--- config.mk ---
export PLATFORM = sky130hd
export DESIGN_NAME = rom_rr_arbiter
export DESIGN_NICKNAME = d
export VERILOG_FILES = /design/src/rtl/rom_rr_arbiter.sv
export SDC_FILE = /design/constraint.sdc
export NUM_CORES = 1
export LEC_CHECK = 0
export CORE_ASPECT_RATIO = 1.25
export CORE_MARGIN = 5
export CORE_UTILIZATION = 40
export DETAILED_ROUTE_END_ITERATION = 10
export GPL_TIMING_DRIVEN = 1
export PLACE_DENSITY = 0.79
export SLEW_MARGIN = 10
export SYNTH_ARGS = -nofsm -noshare
export SYNTH_HDL_FRONTEND = slang
export SYNTH_SLANG_ARGS = --single-unit
--- constraint.sdc ---
create_clock -name clk -period 2.15 [get_ports clk]
set_clock_uncertainty 0.15 [all_clocks]
set_input_delay 0.3225 -clock clk [delete_from_list [all_inputs] [get_ports clk]]
set_output_delay 0.3225 -clock clk [all_outputs]
set_load 0.03 [all_outputs]
--- src/rtl/rom_rr_arbiter.sv ---
// ---------------------------------------------------------------------------
// rom_rr_arbiter
//
// Round-robin read arbiter that shares one synchronous single-port ROM
// (one-cycle read latency) between N requesters. On each clock it grants at
// most one pending requester and drives that requester's address to the ROM.
// Two cycles later it steers the returned word back with a one-hot valid
// pulse.
//
// Parameters
//   N   number of requesters (2..8)
//   AW  ROM address width
//   DW  ROM data width
//
// Ports
//   clk       in   system clock, rising edge
//   rst       in   synchronous, active-high reset
//   req       in   [N]     per-requester read request, held until granted
//   addr      in   [N*AW]  flattened addresses, requester i at [i*AW +: AW]
//   gnt       out  [N]     registered one-hot grant, one-cycle pulse
//   rvalid    out  [N]     one-hot read-data valid, two cycles after grant edge
//   rdata     out  [DW]    read data, meaningful only with an rvalid bit set
//   rom_en    out          ROM read enable, high during the grant cycle
//   rom_addr  out  [AW]    ROM address, registered together with gnt
//   rom_data  in   [DW]    ROM output, valid the cycle after rom_en
// ---------------------------------------------------------------------------
module rom_rr_arbiter #(
    parameter int N  = 4,
    parameter int AW = 4,
    parameter int DW = 4
) (
    input  logic            clk,
    input  logic            rst,
    input  logic [N-1:0]    req,
    input  logic [N*AW-1:0] addr,
    output logic [N-1:0]    gnt,
    output logic [N-1:0]    rvalid,
    output logic [DW-1:0]   rdata,
    output logic            rom_en,
    output logic [AW-1:0]   rom_addr,
    input  logic [DW-1:0]   rom_data
);

    localparam int PW = $clog2(N);

    // Round-robin pointer: index of the most recent winner.
    logic [PW-1:0] ptr;

    // Request tag travelling alongside the ROM access (grant cycle).
    logic          tag_v;
    logic [PW-1:0] tag;

    // Return stage: aligned with rom_data one cycle after the grant cycle.
    logic          ret_v;
    logic [PW-1:0] ret_idx;

    // Arbitration results.
    logic [N-1:0]  eligible;
    logic          found;
    logic [PW-1:0] win;

    // The requester currently holding gnt is masked so that a held req is
    // seen as a fresh request only from the edge after its grant cycle.
    // NOTE: every signal assigned in always_comb gets a default at the top;
    // a path that leaves one unassigned would infer a latch.
    always_comb begin
        eligible = req & ~gnt;
        found    = 1'b0;
        win      = '0;
        // Search order ptr+1, ptr+2, ... wrapping modulo N; first hit wins.
        for (int k = 1; k <= N; k++) begin
            if (!found && eligible[(int'(ptr) + k) % N]) begin
                found = 1'b1;
                win   = PW'((int'(ptr) + k) % N);
            end
        end
    end

    // NOTE: sequential state uses non-blocking assignments so every register
    // samples the pre-edge values of the others, whatever the statement order.
    always_ff @(posedge clk) begin
        if (rst) begin
            gnt      <= '0;
            rom_en   <= 1'b0;
            rom_addr <= '0;
            ptr      <= PW'(N - 1);   // requester 0 searched first after reset
            tag_v    <= 1'b0;
            tag      <= '0;
            ret_v    <= 1'b0;
            ret_idx  <= '0;
        end else begin
            if (found) begin
                gnt      <= N'(1) << win;
                rom_en   <= 1'b1;
                rom_addr <= addr[int'(win)*AW +: AW];
                ptr      <= win;
                tag_v    <= 1'b1;
                tag      <= win;
            end else begin
                // Idle: rom_addr and ptr hold their values.
                gnt      <= '0;
                rom_en   <= 1'b0;
                tag_v    <= 1'b0;
            end
            ret_v   <= tag_v;
            ret_idx <= tag;
        end
    end

    // Data passes straight through; clients qualify it with their rvalid bit.
    assign rvalid = ret_v ? (N'(1) << ret_idx) : '0;
    assign rdata  = rom_data;

endmodule

==> key figures <==
Layout
  – Net total in the final layout: 160
  – Fraction of layout cells with a size suffix above 1: 19.5%
  – Final cell utilization of the core: 61.8%
  – Post-route cell area: 1350 um2
  – Count of antenna diodes in the layout: 0
  – Non-filler cells, final: 164
  – Area added between synthesis and finish: 49.4%

Routing
  – Total Routed Length: 2.38 mm
  – Number of iterations in the first detailed-routing pass: 5
  – Via density: 5.38
  – Overall via count from detail_route: 883
  – Number of nets with antenna violations after detailed routing: 0
  – Routed length per placed instance: 14.5 um
  – 1st-iter DRT viols: 21
  – Residual DRC: 0

GRT
  – Number of antenna violations at the first check in global routing: 0
  – Remaining Overflow, GRT: 0
  – Global-route wire length before repair: 4.10 mm
  – Tot GR Track Use: 16.0%
  – Pin count of the biggest net entering global routing: 12
  – Vias in the first global route: 956

STA
  – Count of final setup violators: 0
  – Fin crit share: 92.6%
  – Hold Violations, Final: 0
  – Minimum clock period: 1990 ps
  – Slew HR: 71.3%
  – Summed negative setup slack over all endpoints: 0 ps
  – Max Fclk: 502 MHz
  – Worst hold slack: 317 ps
  – Worst slew pin tran: 429 ps
  – Final Worst Setup Slack: 159 ps
  – Final number of max-transition violations: 0
  – Unrepaired setup endpoints after global routing: false

Worst setup path
  – Maximum net fanout on the critical path: 4
  – Worst path buffer plus inverter count: 1
  – Worst path slowest cell: clkdlybuf4s50_1
  – Data arrival time of the worst path: 1520 ps
  – Stage delay of the slowest cell on the critical path: 700 ps
  – Classification of the worst setup path: reg -> out
  – Required time of the worst setup path: 1680 ps
  – Top delay family on crit path: buffers and inverters
  – Crit start category: flip-flop
  – CP Capture Type: output pin
  – Worst path cell trace: nor3b_1 > clkdlybuf4s50_1

Placement
  – DP Area: 1310 um2
  – Count of input and output buffers: 34
  – Dpl hpwl: 1.94 mm
  – Global placement routability congestion: 0.951
  – Worst-case setup slack after placement: -94.3 ps
  – Number of placed cells counting well taps: 160

Synth
  – Post-synthesis instance total: 91
  – Post-Synthesis Mean Instance Area: 9.94 um2
  – Synth top area cells: dfxtp_1 (35%), mux2i_1 (4.4%), nor2b_1 (3.5%)
  – Number of enable-type register cells in the synthesized netlist: 0
  – Total of warnings raised by yosys: 0
  – Cell taking the most area after synthesis: dfxtp_1
  – Seq cells post-synth: 16
  – Synthesized area: 905 um2
  – Number of distinct library cell variants in the gate-level netlist after synthesis: 43
  – Asr flop ratio synth: 0%
  – Most used flip-flop cell after synthesis: dfxtp_1
  – Synthesized Nets: 117
  – Part of the Yosys area used for sequential elements: 35.4%
  – Top cell type's share of synthesized area: 35.4%

Floorplan
  – Num ports: 43
  – Overall die area: 3320 um2
  – Count of standard-cell rows: 19
  – Effective utilization at floorplan: 41.4%
  – Core footprint: 2190 um2
  – Horizontal extent of the die: 52.5 um
  – Chip height: 63.2 um

Hold path
  – Path type of the worst min-delay path: reg -> reg

Clocking
  – Worst-case clock buffer depth: 2
  – Number of CTS-inserted buffers: 3
  – Post-CTS clock slew at the launch and capture registers of the worst setup and hold paths: 90 ps
  – H-tree level count: 1
  – CTS Hold Buffers Added: 0
  – Num Clock Sinks: 16
  – Clock tree root driver cell: clkbuf_4
  – TritonCTS clock tree: done
  – Clock insertion delay at the later pin of the skew report: 290 ps

Power
  – Largest vdd supply drop: 566 uV
  – Power per cell area: 784 nW/um2
  – Final total power: 1.06 mW
  – Static leakage power: 0.554 nW

Job
  – Total of max-cap violations: 0

Run status
  – Run status: completed
## cells in the final DEF, fill, tap and decap left out, drive strengths merged, types with 2 or more instances in the layout
| cell type | synthesis | final |
|---|---|---|
| a211o | 2 | 2 |
| a21oi | 2 | 2 |
| a221oi | 3 | 3 |
| and2 | 2 | 2 |
| and3 | 2 | 2 |
| buf | 5 | 10 |
| clkbuf | 1 | 4 |
| clkdlybuf4s50 | 0 | 34 |
| dfxtp | 16 | 16 |
| inv | 6 | 6 |
| mux2i | 4 | 4 |
| nand2 | 2 | 2 |
| nand2b | 5 | 5 |
| nand4 | 2 | 2 |
| nor2 | 7 | 7 |
| nor2b | 6 | 6 |
| nor4 | 2 | 2 |
| o211ai | 2 | 2 |
| o221ai | 3 | 3 |
| or3 | 2 | 2 |
## logic make-up after synthesis
group / Yosys count / share of synthesized area [%]
buffers and inverters: 12 / 7.47
DFF: 16 / 35.4
AOI/OAI and AO/OA: 21 / 23.8
and+or+nand+nor: 38 / 28.9
muxes: 4 / 4.43
## cells in the mapped netlist (all sizes together), types with 2 or more instances
master / instances
nor4: 2
dfxtp: 16
inv: 6
a21oi: 2
o221ai: 3
buf: 5
nand4: 2
nor2: 7
a221oi: 3
o211ai: 2
nand2: 2
and2: 2
nor2b: 6
nand2b: 5
a211o: 2
and3: 2
or3: 2
mux2i: 4
## report_power, final
part | switching, mW | leakage [nW] | internal (mW)
clock | 0.0933 | 0.0210 | 0.103
combinational | 0.229 | 0.400 | 0.242
sequential | 0.0462 | 0.133 | 0.346
## final timing paths
check                       from                        to  slack (ps)  cells past startpoint
min reg2reg  tag[1]$_SDFFE_PP0P_     ret_idx[1]$_SDFF_PP0_         320                      1
max reg2reg  ptr[1]$_SDFFE_PP1P_  rom_addr[3]$_SDFFE_PP0P_         290                      5
max             ret_v$_SDFF_PP0_                 rvalid[0]         160                      2
min          tag[1]$_SDFFE_PP0P_     ret_idx[1]$_SDFF_PP0_         320                      1
## routing by layer
layer	track usage (%)	part of all wire, %	vias to the layer above
met3	3.54	6.1	10
met1	16.9	38	410
met5	0	0	-
met4	8.95	3.2	0
met2	28.1	52	39
li1	-	-	424
## registers in the layout (all words and copies together), names as in the netlist
signal and count:
gnt 4, ptr 2, ret_idx 2, ret_v 1, rom_addr 4, tag 2, tag_v 1
## final cells by class
cell class                      instances  area (um2)
Fill cell                             205         836
Timing Repair Buffer                   44         415
Inverter                                6        22.5
Clock buffer                            4        36.3
Multi-Input combinational cell         63         517
Tap cell                               31        38.8
Sequential cell                        16         322
## repair_timing
item	in CTS	in global routing
endpoints found under the setup margin	0	1
buffers inserted	0	0
endpoints found under the hold margin	0	0
gates resized for setup	0	1
Note: power is estimated with default switching activity, not from simulation.
